--- src/rtl/ms_disp_pkg.sv ---
// Shared types and constants for the millisecond result display.
// Contents: FSM state enum, digit/width constants, the active-low
// seven-segment pattern table and a digit-index to anode helper.
package ms_disp_pkg;

  typedef enum logic [1:0] {
    IDLE = 2'd0,
    CONV = 2'd1,
    LOAD = 2'd2
  } state_e;

  localparam int N_DIGITS  = 4;
  localparam int MS_WIDTH  = 10;
  localparam int ITER_LAST = 9;
  localparam int BCD_W     = 4 * N_DIGITS;
  localparam int IDX_W     = $clog2(N_DIGITS);

  localparam logic [7:0] SEG_BLANK = 8'hFF;

  // Active-low {dp,g,f,e,d,c,b,a}; dp is always off.
  localparam logic [7:0] SEG_PATTERN [0:9] = '{
    8'hC0, 8'hF9, 8'hA4, 8'hB0, 8'h99,
    8'h92, 8'h82, 8'hF8, 8'h80, 8'h90
  };

  // One-hot-low anode vector for a digit slot; slot 0 is the rightmost digit.
  function automatic logic [N_DIGITS-1:0] anode_for(input logic [IDX_W-1:0] idx);
    logic [N_DIGITS-1:0] a;
    a      = '1;
    a[idx] = 1'b0;
    return a;
  endfunction

endpackage

--- src/rtl/ms_result_display_if.sv ---
// Bus between the ms counter / display pins and ms_result_display.
//   done, ms            : result handshake from the counter (master drives)
//   busy, result_valid  : conversion status (display drives)
//   an, seg             : active-low multiplexed 7-segment pins (display drives)
interface ms_result_display_if;
  import ms_disp_pkg::*;

  logic                done;
  logic [MS_WIDTH-1:0] ms;
  logic                busy;
  logic                result_valid;
  logic [N_DIGITS-1:0] an;
  logic [7:0]          seg;

  modport master (output done, ms, input busy, result_valid, an, seg);
  modport slave  (input done, ms, output busy, result_valid, an, seg);
endinterface

--- src/rtl/ms_result_display_bcd_to_sseg.sv ---
// Combinational BCD digit to active-low seven-segment decoder.
//   code_i  : 4-bit digit code; 10..15 are illegal and decode to all-off
//   blank_i : force all segments off (leading-zero blanking)
//   seg_o   : {dp,g,f,e,d,c,b,a}, active-low
module bcd_to_sseg
  import ms_disp_pkg::*;
(
  input  logic [3:0] code_i,
  input  logic       blank_i,
  output logic [7:0] seg_o
);

  // NOTE: every output of a combinational block gets a default first, so no
  // path through the block can leave it unassigned and infer a latch.
  always_comb begin
    seg_o = SEG_BLANK;
    if (!blank_i && (code_i < 4'd10)) seg_o = SEG_PATTERN[code_i];
  end

endmodule

--- src/rtl/ms_result_display.sv ---
// Captures a 10-bit millisecond result on the counter's done pulse, converts
// it to four BCD digits by iterative double-dabble (one bit per clock) and
// drives a 4-digit multiplexed active-low 7-segment display with optional
// leading-zero blanking. The last result stays on the display until the next
// conversion completes.
//   clk, rst : clock, asynchronous active-high reset
//   bus      : slave side of ms_result_display_if (done/ms in; busy,
//              result_valid, an, seg out)
module ms_result_display
  import ms_disp_pkg::*;
#(
  parameter int REFRESH_COUNT = 100000,  // clk cycles per digit slot, >= 2
  parameter bit BLANK_LZ      = 1'b1     // 1 = blank leading zeros
) (
  input  logic               clk,
  input  logic               rst,
  ms_result_display_if.slave bus
);

  localparam int               CNT_W    = $clog2(REFRESH_COUNT);
  localparam logic [CNT_W-1:0] CNT_LAST = CNT_W'(REFRESH_COUNT - 1);

  state_e                         state_q, state_d;
  logic [MS_WIDTH-1:0]            bin_q, bin_d;
  logic [BCD_W-1:0]               bcd_q, bcd_d, bcd_adj;
  logic [3:0]                     iter_q, iter_d;
  logic [N_DIGITS-1:0][3:0]       dig_q, dig_d;
  logic                           valid_q, valid_d;

  logic [CNT_W-1:0]               cnt_q, cnt_d;
  logic [IDX_W-1:0]               idx_q, idx_d;
  logic [N_DIGITS-1:0]            an_q, an_d;
  logic [7:0]                     seg_q, seg_d;
  logic [N_DIGITS-1:0]            blank;

  // Double-dabble correction: add 3 to every nibble >= 5 before the shift.
  always_comb begin
    bcd_adj = bcd_q;
    for (int k = 0; k < N_DIGITS; k++) begin
      if (bcd_q[4*k +: 4] >= 4'd5) bcd_adj[4*k +: 4] = bcd_q[4*k +: 4] + 4'd3;
    end
  end

  always_comb begin
    state_d = state_q;
    bin_d   = bin_q;
    bcd_d   = bcd_q;
    iter_d  = iter_q;
    dig_d   = dig_q;
    valid_d = 1'b0;

    case (state_q)
      CONV: begin
        {bcd_d, bin_d} = {bcd_adj, bin_q} << 1;
        iter_d         = iter_q + 4'd1;
        if (iter_q == 4'(ITER_LAST)) state_d = LOAD;
      end
      LOAD: begin
        dig_d   = bcd_q;
        valid_d = 1'b1;
        state_d = IDLE;
      end
      default: ;
    endcase

    // A new result in any state (re)starts the conversion. In LOAD the commit
    // above still happens, so the old result is shown and flagged first.
    if (bus.done) begin
      state_d = CONV;
      bin_d   = bus.ms;
      bcd_d   = '0;
      iter_d  = '0;
    end
  end

  // NOTE: sequential state uses non-blocking assignments so every register
  // samples the pre-edge values regardless of statement order.
  // The digit registers are reset too, so the display shows "0" after reset.
  always_ff @(posedge clk or posedge rst) begin
    if (rst) begin
      state_q <= IDLE;
      bin_q   <= '0;
      bcd_q   <= '0;
      iter_q  <= '0;
      dig_q   <= '0;
      valid_q <= 1'b0;
    end else begin
      state_q <= state_d;
      bin_q   <= bin_d;
      bcd_q   <= bcd_d;
      iter_q  <= iter_d;
      dig_q   <= dig_d;
      valid_q <= valid_d;
    end
  end

  // Refresh counter and scan index; runs regardless of the FSM.
  always_comb begin
    cnt_d = cnt_q + 1'b1;
    idx_d = idx_q;
    if (cnt_q == CNT_LAST) begin
      cnt_d = '0;
      idx_d = idx_q + 1'b1;
    end
  end

  // A digit is blank when it and every higher digit are zero; d0 never is.
  always_comb begin
    logic hi_zero;
    blank   = '0;
    hi_zero = 1'b1;
    for (int k = N_DIGITS - 1; k >= 1; k--) begin
      hi_zero  = hi_zero & (dig_d[k] == 4'd0);
      blank[k] = BLANK_LZ & hi_zero;
    end
  end

  // Decode from next-state index and digits so an and seg switch together and
  // a committed result is visible in the same cycle as result_valid.
  bcd_to_sseg u_dec (
    .code_i  (dig_d[idx_d]),
    .blank_i (blank[idx_d]),
    .seg_o   (seg_d)
  );

  assign an_d = anode_for(idx_d);

  always_ff @(posedge clk or posedge rst) begin
    if (rst) begin
      cnt_q <= '0;
      idx_q <= '0;
      an_q  <= anode_for('0);
      seg_q <= SEG_PATTERN[0];
    end else begin
      cnt_q <= cnt_d;
      idx_q <= idx_d;
      an_q  <= an_d;
      seg_q <= seg_d;
    end
  end

  assign bus.busy         = (state_q != IDLE);
  assign bus.result_valid = valid_q;
  assign bus.an           = an_q;
  assign bus.seg          = seg_q;

endmodule

--- src/flat_wrapper.sv ---
// flat-port wrapper written by rule: the top's interface ports become plain ports
module ms_result_display_flat import ms_disp_pkg::*;
#(
  parameter int REFRESH_COUNT = 100000,                                    
  parameter bit BLANK_LZ      = 1'b1                               
)
  (clk, rst, bus_done, bus_ms, bus_busy, bus_result_valid, bus_an, bus_seg);
  ms_result_display_if bus_i ();
  input  logic clk;
  input  logic rst;
  input wire logic [$bits(bus_i.done)-1:0] bus_done;
  input wire logic [$bits(bus_i.ms)-1:0] bus_ms;
  output wire logic [$bits(bus_i.busy)-1:0] bus_busy;
  output wire logic [$bits(bus_i.result_valid)-1:0] bus_result_valid;
  output wire logic [$bits(bus_i.an)-1:0] bus_an;
  output wire logic [$bits(bus_i.seg)-1:0] bus_seg;
  assign bus_i.done = bus_done;
  assign bus_i.ms = bus_ms;
  assign bus_busy = bus_i.busy;
  assign bus_result_valid = bus_i.result_valid;
  assign bus_an = bus_i.an;
  assign bus_seg = bus_i.seg;
  ms_result_display #(.REFRESH_COUNT(REFRESH_COUNT), .BLANK_LZ(BLANK_LZ)) u_core (.clk(clk), .rst(rst), .bus(bus_i));
endmodule
--- config.mk ---
export PLATFORM = sky130hd
export DESIGN_NAME = ms_result_display_flat
export DESIGN_NICKNAME = d
export VERILOG_FILES = /design/src/rtl/ms_disp_pkg.sv /design/src/rtl/ms_result_display_if.sv /design/src/rtl/ms_result_display_bcd_to_sseg.sv /design/src/rtl/ms_result_display.sv /design/src/flat_wrapper.sv
export SDC_FILE = /design/constraint.sdc
export NUM_CORES = 1
export LEC_CHECK = 0
export ABC_AREA = 0
export CORE_UTILIZATION = 64
export DETAILED_ROUTE_END_ITERATION = 12
export PLACE_DENSITY = 0.84
export SETUP_SLACK_MARGIN = 0.1
export SYNTH_ARGS = -nofsm -noshare
export SYNTH_HDL_FRONTEND = slang
export SYNTH_SLANG_ARGS = --single-unit
--- constraint.sdc ---
create_clock -name clk -period 7.75 [get_ports clk]
set_input_delay 1.55 -clock clk [delete_from_list [all_inputs] [get_ports clk]]
set_output_delay 1.55 -clock clk [all_outputs]
set_load 0.005 [all_outputs]
==> results.ini, run 1 <==
[synthesis]
synth_cell_types = 51
synth_flop_cell = dfrtp_1
syn_nets = 456
synth_warnings = 0
synthesis.area_um2 = 4180
synth-edff-count = 0
synth.avg_cell_area_um2 = 9.79
synth-seq-area-share = 0.474
ys_ff_latch = 79
postSynthCellCount = 427
async_flop_share = 1.00

[floorplan]
die_area_um2 = 6860
row_count = 29
io-pin-count = 27
die_h_um = 82.8
initial_core_util = 0.662
core_area_um2 = 6310
dieWidth_um = 82.8

[route]
routed-wl-met3_um = 186
wl_mm = 7.57
drc = 0
wl_met2_mm = 3.63
avgRoutedWirePerCell_um = 14.3
ant_nets = 0
routed.top_layer = met4
drtIter0Drc = 205
dr_total_vias = 3060
wl_met1_mm = 3.62
drtPass1Iterations = 4
via_per_inst = 5.77

[sta]
max_slew.worst_pin.slew_ns = 0.949
relSlewSlack = 0.368
finalCritPeriodShare = 0.432
setup_tns_ns = 0
fmax_mhz = 299
finClkSkew_ns = 0.00946
min_period_ns = 3.35
final_hold_viol_count = 0
rsz0062_at_grt = false
slew_viol_final = 0
setup_viol = 0

[place]
dp_hpwl_mm = 5.09
io_buffers = 25
dpl-instance-area_um2 = 4460
place_congestion = 0.813
placed_cells = 514

[clock_tree]
htreeDepth = 3
cts_buffer_depth = 2
clock_latency_ns = 0.35
cts_hold_buf = 0
clock_sinks = 79
root_buffer = clkbuf_8
post_cts_buffers = 0
cts_buffers = 9
post_cts_resized = 0
clk_pin_slew_worst_paths_ns = 0.08
tritoncts = built

[outcome]
outcome = completed

[critical_path]
setup.worst_path.class = register to register
crit_start = u_core.cnt_q[5]
cp.arrival_ns = 3.62
required_ns = 8.02
rr_startpoint = u_core.cnt_q[5]
critPathMaxFanout = 29
cp_cell_sequence = or4b_1 -> nor4_4 -> buf_4 -> nand2b_1 -> a21oi_1 -> nor3_1 -> inv_1 -> ha_1 -> mux2i_1 -> nor2_1 -> o21ai_0
slowest_delay_ns = 0.60
cpLargestDelayFamily = simple AND/OR/NAND/NOR gates
slowest_stage = or4b_1
startpoint_type = register
critPathBufInv = 2
end_kind = register

[min_path]
min_from = u_core.cnt_q[16]
min_path_type = register to register

[flow_run]
maxCapViolations = 0

[pwr]
power_density_nw_per_um2 = 169
p_total_uw = 791
leakage_nw = 2.16
irDropWorstVdd_uv = 155

[global_routing]
grt_overflow_total = 0
grt_max_degree = 80
track_usage = 0.243
grt_pass1_vias = 2940
grt_pass1_wl_mm = 13.4
antenna_found_initial = 0

[cells_and_area]
stdcell_area_um2 = 4670
post-route-util = 0.739
nets = 477
antennaDiodeCount = 0
final_cells = 530
synthToLayoutAreaGrowth_pct = 11.7
drive_above_1_share = 0.117

-- state kept, by name (all words and copies together), names as in the netlist --
signal	flops
u_core.bin_q	10
u_core.idx_q	2
u_core.bus.an	4
u_core.cnt_q	17
u_core.bcd_q	16
u_core.bus.result_valid	1
u_core.state_q	2
u_core.dig_q	16
u_core.bus.seg	7
u_core.iter_q	4
-- stage by stage --
step | hold slack [ns] | setup WS (ns)
floorplan | 0.447 | 4.18
global placement | 0.465 | 4.57
detailed placement | 0.468 | 4.45
CTS | 0.486 | 4.42
global route | 0.497 | 4.11
finish | 0.488 | 4.40
-- worst register-to-register path: cells and delay by family (launching register included) --
family | cells | cell delay, ns
adder cells (fa/ha/maj) | 1 | 0.33
AND/OR/NAND/NOR | 5 | 1.63
multiplexers | 1 | 0.13
buffers and inverters | 2 | 0.49
flip-flops | 1 | 0.43
AO/OA/AOI/OAI | 2 | 0.26
-- Yosys cell counts, drive strengths merged (6+ instances only) --
| cell | number | area, um^2 |
|---|---|---|
| inv | 21 | 81.3 |
| mux2i | 14 | 140 |
| nand3 | 12 | 60.1 |
| clkbuf | 12 | 45.0 |
| xor2 | 12 | 105 |
| nand2 | 57 | 214 |
| nor3 | 8 | 45.0 |
| nor2 | 32 | 130 |
| a21oi | 30 | 150 |
| nand2b | 10 | 65.1 |
| mux2 | 15 | 173 |
| nor3b | 6 | 50.1 |
| dfrtp | 75 | 1880 |
| nand4 | 9 | 56.3 |
| ha | 16 | 200 |
| xnor2 | 12 | 105 |
| buf | 8 | 62.6 |
| o21ai | 32 | 164 |
-- area by class of cell --
| type | instances | area [um^2] |
|---|---|---|
| multi-input cells | 307 | 2010 |
| flip-flops and latches | 79 | 1980 |
| fillers | 453 | 1650 |
| repair buffers | 30 | 288 |
| clock buffers | 10 | 128 |
| well taps | 77 | 96.3 |
| clock inverters | 6 | 85.1 |
| inverters | 21 | 81.3 |
-- logic make-up after synthesis --
kind of cell / share of synthesized area
compound gates: 0.105
xor+xnor: 0.0503
fa+ha+maj: 0.0479
buf+inv: 0.0452
flops: 0.474
mux: 0.0802
other cells: 0.000897
simple gates: 0.196
-- layout by cell type, fill, tap and decap left out, types with 4 or more instances in the layout --
master           netlist  routed
nand3_1               12      12
nand2b_1               9       9
mux2_2                14      14
nand4_1                9       9
dfstp_2                4       4
xnor2_1               12      12
xor2_1                12      12
clkbuf_8               0       9
dfrtp_1               75      75
a211oi_1               5       5
inv_1                 20      19
ha_1                  16      16
nor3_1                 7       7
o21ai_0               31      31
nand2_1               57      57
a21oi_1               30      30
clkdlybuf4s50_1        0      25
nor3b_1                5       5
buf_4                  2       5
mux2i_1               14      14
nor2_1                30      30
-- power by group --
part	switching (mW)	internal [mW]	leakage [nW]	total [mW]
clock	0.147	0.180	0.102	0.327
combinational	0.0213	0.0156	1.01	0.0369
sequential	0.00700	0.420	1.05	0.427
-- final timing paths --
kind | to | slack [ns] | depth (start not counted)
max in group asynchronous | u_core.dig_q[3] | 5.31 | 3
min reg2reg | u_core.cnt_q[16] | 0.49 | 1
min | u_core.cnt_q[16] | 0.49 | 1
min in group asynchronous | u_core.bin_q[8] | 1.83 | 3
max reg2reg | u_core.bus.seg[3] | 4.40 | 11
max | u_core.bus.seg[3] | 4.40 | 11
-- routing by layer --
metal | track usage | vias to the layer above
met3 | 0.0417 | 10
met2 | 0.395 | 48
met1 | 0.321 | 1494
li1 | - | 1508
met5 | 0 | -
met4 | 0.107 | 0
Power figures use the tool's default switching activity.
==> inputs of run 2 (changes only) <==
--- a/config.mk
+++ b/config.mk
@@ -6,9 +6,9 @@
 export NUM_CORES = 1
 export LEC_CHECK = 0
 export ABC_AREA = 0
-export CORE_UTILIZATION = 64
+export CORE_UTILIZATION = 53
 export DETAILED_ROUTE_END_ITERATION = 12
-export PLACE_DENSITY = 0.84
+export PLACE_DENSITY = 0.74
 export SETUP_SLACK_MARGIN = 0.1
 export SYNTH_ARGS = -nofsm -noshare
 export SYNTH_HDL_FRONTEND = slang
==> constraint.sdc (replaced) <==
create_clock -name clk -period 2.9 [get_ports clk]
set_input_delay 0.58 -clock clk [delete_from_list [all_inputs] [get_ports clk]]
set_output_delay 0.58 -clock clk [all_outputs]
set_load 0.005 [all_outputs]
==> results.ini, run 2 (same netlist as run 1, synthesis figures left out) <==
[outcome]
outcome = finished, violations left
violations = negative setup slack

[cells_and_area]
synthToLayoutAreaGrowth_pct = 21.4
fill_cells = 597  ; +32%
layout_commonest_cell = dfrtp_1
nets = 508  ; +6.5%
largest_register_ffs = 17  ; unchanged
antennaDiodeCount = 0  ; unchanged
drive_above_1_share = 0.196  ; +0.0793
max_flop_register = u_core.cnt_q
stdcell_area_um2 = 5070  ; +8.7%
final_cell_mix = dfrtp_1, nand2_1, buf_4, a21oi_1, nor2_1
biggestRegsByFlops = u_core.cnt_q: 17 flops, u_core.bcd_q: 16 flops, u_core.dig_q: 16 flops

[sta]
fmax_mhz = 341  ; +14%
setup_viol = 1  ; +1
min_period_ns = 2.93  ; -0.414 ns
layout_setup_ws_ns = -0.0330  ; -4.44 ns
slew_viol_final = 0  ; unchanged
finClkSkew_ns = 0.00762  ; -0.00184 ns
relSlewSlack = 0.539  ; +0.171
max_slew.worst_pin.slew_ns = 0.684  ; -0.264 ns
setup_tns_ns = -0.0330  ; -0.0330 ns
final_hold_viol_count = 0  ; unchanged
finalCritPeriodShare = 1.01  ; +0.579
rsz0062_at_grt = true

[route]
wl_met2_mm = 4.17  ; +15%
routed-wl-met3_um = 230  ; +24%
dr_total_vias = 3187  ; +4.2%
via_per_inst = 5.44  ; -5.8%
drtIter0Drc = 152  ; -26%
wl_mm = 8.31  ; +9.8%
routed.top_layer = met4
ant_nets = 0  ; unchanged
drc = 0  ; unchanged
drtPass1Iterations = 4  ; unchanged
wl_met1_mm = 3.77  ; +3.9%
avgRoutedWirePerCell_um = 14.2  ; -0.66%

[clock_tree]
clk_pin_slew_worst_paths_ns = 0.08  ; about the same
cts_buffers = 9  ; unchanged
root_buffer = clkbuf_8
clock_sinks = 79  ; unchanged
htreeDepth = 3  ; unchanged
tritoncts = built
cts_buffer_depth = 2  ; unchanged
clock_latency_ns = 0.35  ; about the same

[global_routing]
grt_pass1_wl_mm = 14.0  ; +4.2%
grt_pass1_vias = 2999  ; +2.0%
track_usage = 0.212  ; -0.0307
grt_max_degree = 80  ; unchanged
antenna_found_initial = 0  ; unchanged
grt_overflow_total = 0  ; unchanged

[floorplan]
row_count = 32  ; +10%
initial_core_util = 0.544  ; -0.118
core_area_um2 = 7690  ; +22%
io-pin-count = 27  ; unchanged
die_area_um2 = 8240  ; +20%
dieWidth_um = 90.8  ; +9.6%
die_h_um = 90.8  ; +9.6%

[place]
dp_hpwl_mm = 5.14  ; +0.92%
dpl-instance-area_um2 = 4640  ; +4.1%
place_congestion = 0.840  ; +3.3%
io_buffers = 25  ; unchanged

[pwr]
switchingPower_uw = 462  ; +160%
clkPwrFrac = 0.418  ; +0.004
switching_share = 0.216  ; -0.00536
seq_power_share = 0.534  ; -0.006
leakage_nw = 2.35  ; +9.2%
irDropWorstVdd_uv = 365  ; +140%
power_density_nw_per_um2 = 421  ; +150%
internal_power_mw = 1.67  ; +170%
p_comb_frac = 0.047  ; about the same

[min_path]
min_path_type = register to register

[critical_path]
end_kind = register
cp.arrival_ns = 3.15  ; -0.47 ns
setup.worst_path.class = register to register
required_ns = 3.11  ; -4.91 ns
critPathMaxFanout = 6  ; -79%
startpoint_type = register

[flow_run]
maxCapViolations = 0  ; unchanged

==> run 2: cell count changes in the layout (fill, tap and decap cells not counted), sizes merged <==
cell | before | now
clkbuf | 10 | 13
buf | 5 | 35
clkinvlp | 2 | 0
==> run 2: what timing repair did <==
item / 4_1_cts / 5_1_grt
gates resized for setup: 2 / 13
cloned: 1 / 1
setup endpoints to repair: 6 / 7
pin swaps: 3 / 7
setup buffers: 7 / 9
hold buffers: 0 / 0
==> run 2: final cells by class <==
| cell class | instances | area, um^2 | area share |
|---|---|---|---|
| Tap cell | 102 | 128 | 0.0252 |
| Timing Repair Buffer | 61 | 567 | 0.112 |
| Sequential cell | 79 | 1980 | 0.391 |
| Multi-Input combinational cell | 307 | 2100 | 0.414 |
| Clock inverter | 4 | 70.1 | 0.0138 |
| Inverter | 21 | 81.3 | 0.0160 |
| Clock buffer | 12 | 145 | 0.0286 |
==> run 2: critical path, stage by stage, from the launching register on <==
cell     delay, ns
dfrtp_1       0.38
or4b_4        0.56
nor4_4        0.22
buf_4         0.19
buf_12        0.11
or4b_4        0.47
o31ai_4       0.08
nor3_2        0.08
buf_4         0.15
ha_4          0.15
mux2_4        0.26
nor2_4        0.08
o21ai_2       0.05
==> run 2: worst paths after layout <==
check / from / end / slack, ns / cells after the start
max: u_core.cnt_q[5] / u_core.bus.seg[0] / -0.03 / 12
min: u_core.cnt_q[0] / u_core.cnt_q[0] / 0.48 / 1
max reg2reg: u_core.cnt_q[5] / u_core.bus.seg[0] / -0.03 / 12
min reg2reg: u_core.cnt_q[0] / u_core.cnt_q[0] / 0.48 / 1
max in group asynchronous: rst / u_core.bus.seg[6] / 1.92 / 3
min in group asynchronous: rst / u_core.bcd_q[11] / 0.63 / 3
==> run 2: layer usage <==
metal	vias up	GRT usage
li1	1569	-
met1	1546	0.277
met2	57	0.351
met3	15	0.0370
met4	0	0.0833
met5	-	0
==> run 2: power groups by stage <==
stage               registers [mW]  clock network [mW]  logic (mW)
floorplan                     1.16                   0      0.0673
global placement              1.16                   0       0.100
detailed placement            1.16                   0       0.104
CTS                           1.14               0.909       0.104
global route                  1.14               0.954       0.119
finish                        1.14               0.893       0.101
==> run 2: per-stage QoR <==
stage	util	worst slack, ns	power, mW	std cells	hold WS [ns]
after global placement	0.603	0.111	1.26	553	0.461
after floorplan	-	0.101	1.22	427	0.447
final	0.660	-0.0330	2.13	586	0.480
after global routing	0.660	-0.106	2.22	586	0.501
after CTS	0.643	0.0810	2.15	577	0.483
after detailed placement	0.603	-0.0106	1.27	553	0.473
==> inputs of run 3 (changes only) <==
--- a/config.mk
+++ b/config.mk
@@ -6,9 +6,10 @@
 export NUM_CORES = 1
 export LEC_CHECK = 0
 export ABC_AREA = 0
-export CORE_UTILIZATION = 53
+export CAP_MARGIN = 20
+export CORE_UTILIZATION = 59
 export DETAILED_ROUTE_END_ITERATION = 12
-export PLACE_DENSITY = 0.74
+export PLACE_DENSITY = 0.79
 export SETUP_SLACK_MARGIN = 0.1
 export SYNTH_ARGS = -nofsm -noshare
 export SYNTH_HDL_FRONTEND = slang
==> constraint.sdc (replaced) <==
create_clock -name clk -period 3.2 [get_ports clk]
set_input_delay 0.64 -clock clk [delete_from_list [all_inputs] [get_ports clk]]
set_output_delay 0.64 -clock clk [all_outputs]
set_load 0.005 [all_outputs]
==> results.ini, run 3 (same netlist as run 1, synthesis figures left out) <==
[outcome]
outcome = completed

[pwr]
leakage_nw = 2.22  ; -5.8%
p_total_mw = 1.93  ; -9.6%
irDropWorstVdd_uv = 281  ; -23%
power_density_nw_per_um2 = 401  ; -4.7%

[sta]
setup_tns_ns = 0  ; +0.0330 ns
max_slew.worst_pin.slew_ns = 0.981  ; +0.296 ns
relSlewSlack = 0.344  ; -0.195
slew_viol_final = 0  ; unchanged
finalCritPeriodShare = 0.929  ; -0.0819
fmax_mhz = 336  ; -1.4%
setup_viol = 0  ; -1
final_hold_viol_count = 0  ; unchanged
finClkSkew_ns = 0.00630  ; -0.00132 ns
rsz0062_at_grt = false
min_period_ns = 2.97  ; +0.0413 ns

[critical_path]
cpLargestDelayFamily = simple AND/OR/NAND/NOR gates
startpoint_type = register
cp_cell_sequence = or4b_4 -> nor4_4 -> buf_12 -> mux2_2 -> or4_4 -> mux2_4 -> nor2_4 -> o21ai_2
end_kind = register
critPathBufInv = 1  ; -2
slowest_stage = or4b_4
required_ns = 3.42  ; +0.31 ns
cp.arrival_ns = 3.19  ; +0.04 ns
setup.worst_path.class = register to register
rr_startpoint = u_core.cnt_q[6]
timing.rr.end = u_core.bus.seg[0]
crit_start = u_core.cnt_q[6]
critPathMaxFanout = 17  ; +11
slowest_delay_ns = 0.56  ; about the same
r2r_slack_ns = 0.23  ; +0.26 ns
r2r_cells = 8  ; -4

[global_routing]
grt_overflow_total = 0  ; unchanged
antenna_found_initial = 0  ; unchanged
grt_max_degree = 47  ; -41%
track_usage = 0.240  ; +0.0284
grt_pass1_vias = 2979  ; -0.67%
grt_pass1_wl_mm = 14.0  ; +0.29%

[clock_tree]
clock_latency_ns = 0.35  ; about the same
clk_pin_slew_worst_paths_ns = 0.08  ; about the same
cts_buffer_depth = 2  ; unchanged
htreeDepth = 3  ; unchanged
cts_hold_buf = 0  ; unchanged
clock_sinks = 79  ; unchanged
root_buffer = clkbuf_8
tritoncts = built
cts_buffers = 9  ; unchanged

[floorplan]
dieWidth_um = 86.2  ; -5.1%
die_area_um2 = 7420  ; -9.9%
row_count = 30  ; -6.3%
io-pin-count = 27  ; unchanged
core_area_um2 = 6830  ; -11%
die_h_um = 86.2  ; -5.1%
initial_core_util = 0.612  ; +0.0681

[cells_and_area]
antennaDiodeCount = 0  ; unchanged
biggestRegsByFlops = u_core.cnt_q: 17 flops, u_core.bcd_q: 16 flops, u_core.dig_q: 16 flops
stdcell_area_um2 = 4810  ; -5.1%
final_cell_mix = dfrtp_1, nand2_1, o21ai_0, a21oi_1, nor2_1
nets = 485  ; -4.5%
layout_commonest_cell = dfrtp_1
max_flop_register = u_core.cnt_q
largest_register_ffs = 17  ; unchanged
drive_above_1_share = 0.141  ; -0.0553
synthToLayoutAreaGrowth_pct = 15.1

[place]
io_buffers = 25  ; unchanged
dp_hpwl_mm = 5.36  ; +4.3%
dpl-instance-area_um2 = 4530  ; -2.4%
place_congestion = 0.814  ; -3.1%

[route]
drtIter0Drc = 249  ; +64%
via_per_inst = 5.62  ; +3.3%
ant_nets = 0  ; unchanged
wl_mm = 8.08  ; -2.8%
drc = 0  ; unchanged
dr_total_vias = 3128  ; -1.9%
avgRoutedWirePerCell_um = 14.5  ; +2.3%
drtPass1Iterations = 4  ; unchanged

[min_path]
hold_end = u_core.cnt_q[0]
min_path_cells = 1  ; unchanged
min_path_type = register to register
min_from = u_core.cnt_q[0]

[flow_run]
maxCapViolations = 0  ; unchanged

## run 3: changes by cell type in the layout (fill, tap and decap cells not counted), moves of 2 or more
cell	delta
buf_4	-22
clkbuf_1	-2
clkinv_2	+2
ha_1	+3
ha_4	-3
inv_1	+2
inv_2	-2
## run 3: power breakdown
| part | total, mW | switching (mW) | internal, mW |
|---|---|---|---|
| clock network | 0.804 | 0.370 | 0.434 |
| registers | 1.03 | 0.0170 | 1.02 |
| logic | 0.0923 | 0.0516 | 0.0406 |
## run 3: worst register-to-register path: stages (launching register included)
cell	delay, ns
dfrtp_1	0.44
or4b_4	0.56
nor4_4	0.31
buf_12	0.18
mux2_2	0.33
or4_4	0.56
mux2_4	0.34
nor2_4	0.08
o21ai_2	0.05
## run 3: worst max-delay path by stage
stage                                    to  cells past startpoint  slack [ns]
after global placement    u_core.bus.seg[0]                     11        0.18
final                     u_core.bus.seg[0]                      8        0.23
after floorplan           u_core.bus.seg[0]                     11        0.24
after detailed placement  u_core.bus.seg[0]                     11        0.06
after CTS                 u_core.bus.seg[0]                     11        0.12
after global routing      u_core.bus.seg[3]                     11         0.1
## run 3: area by class of cell
class	instances	area [um^2]
clock buffers	9	124
clock inverters	7	87.6
fillers	529	2020
inverters	21	81.3
multi-input cells	307	2030
flip-flops and latches	79	1980
well taps	96	120
repair buffers	38	390
## run 3: repair_timing
| item | 4_1_cts | 5_1_grt |
|---|---|---|
| gates resized for setup | 1 | 4 |
| setup buffers | 0 | 4 |
| cloned | 0 | 1 |
| pin swaps | 0 | 2 |
| setup endpoints to repair | 2 | 4 |
## run 3: metrics by stage
stage / hold slack, ns / cells / setup WS [ns] / utilization
finish: 0.505 / 557 / 0.226 / 0.704
detailed placement: 0.494 / 536 / 0.0619 / 0.663
global route: 0.528 / 557 / 0.0962 / 0.704
global placement: 0.473 / 536 / 0.184 / 0.663
CTS: 0.505 / 552 / 0.124 / 0.694
floorplan: 0.447 / 427 / 0.244 / -
## run 3: layer usage
| layer | part of all wire | vias up | global-route usage | wire (um) |
|---|---|---|---|---|
| li1 | - | 1529 | - | - |
| met1 | 0.46 | 1515 | 0.329 | 3710 |
| met2 | 0.48 | 68 | 0.374 | 3920 |
| met3 | 0.040 | 16 | 0.0423 | 325 |
| met4 | 0.016 | 0 | 0.112 | 127 |
| met5 | 0 | - | 0 | 0 |
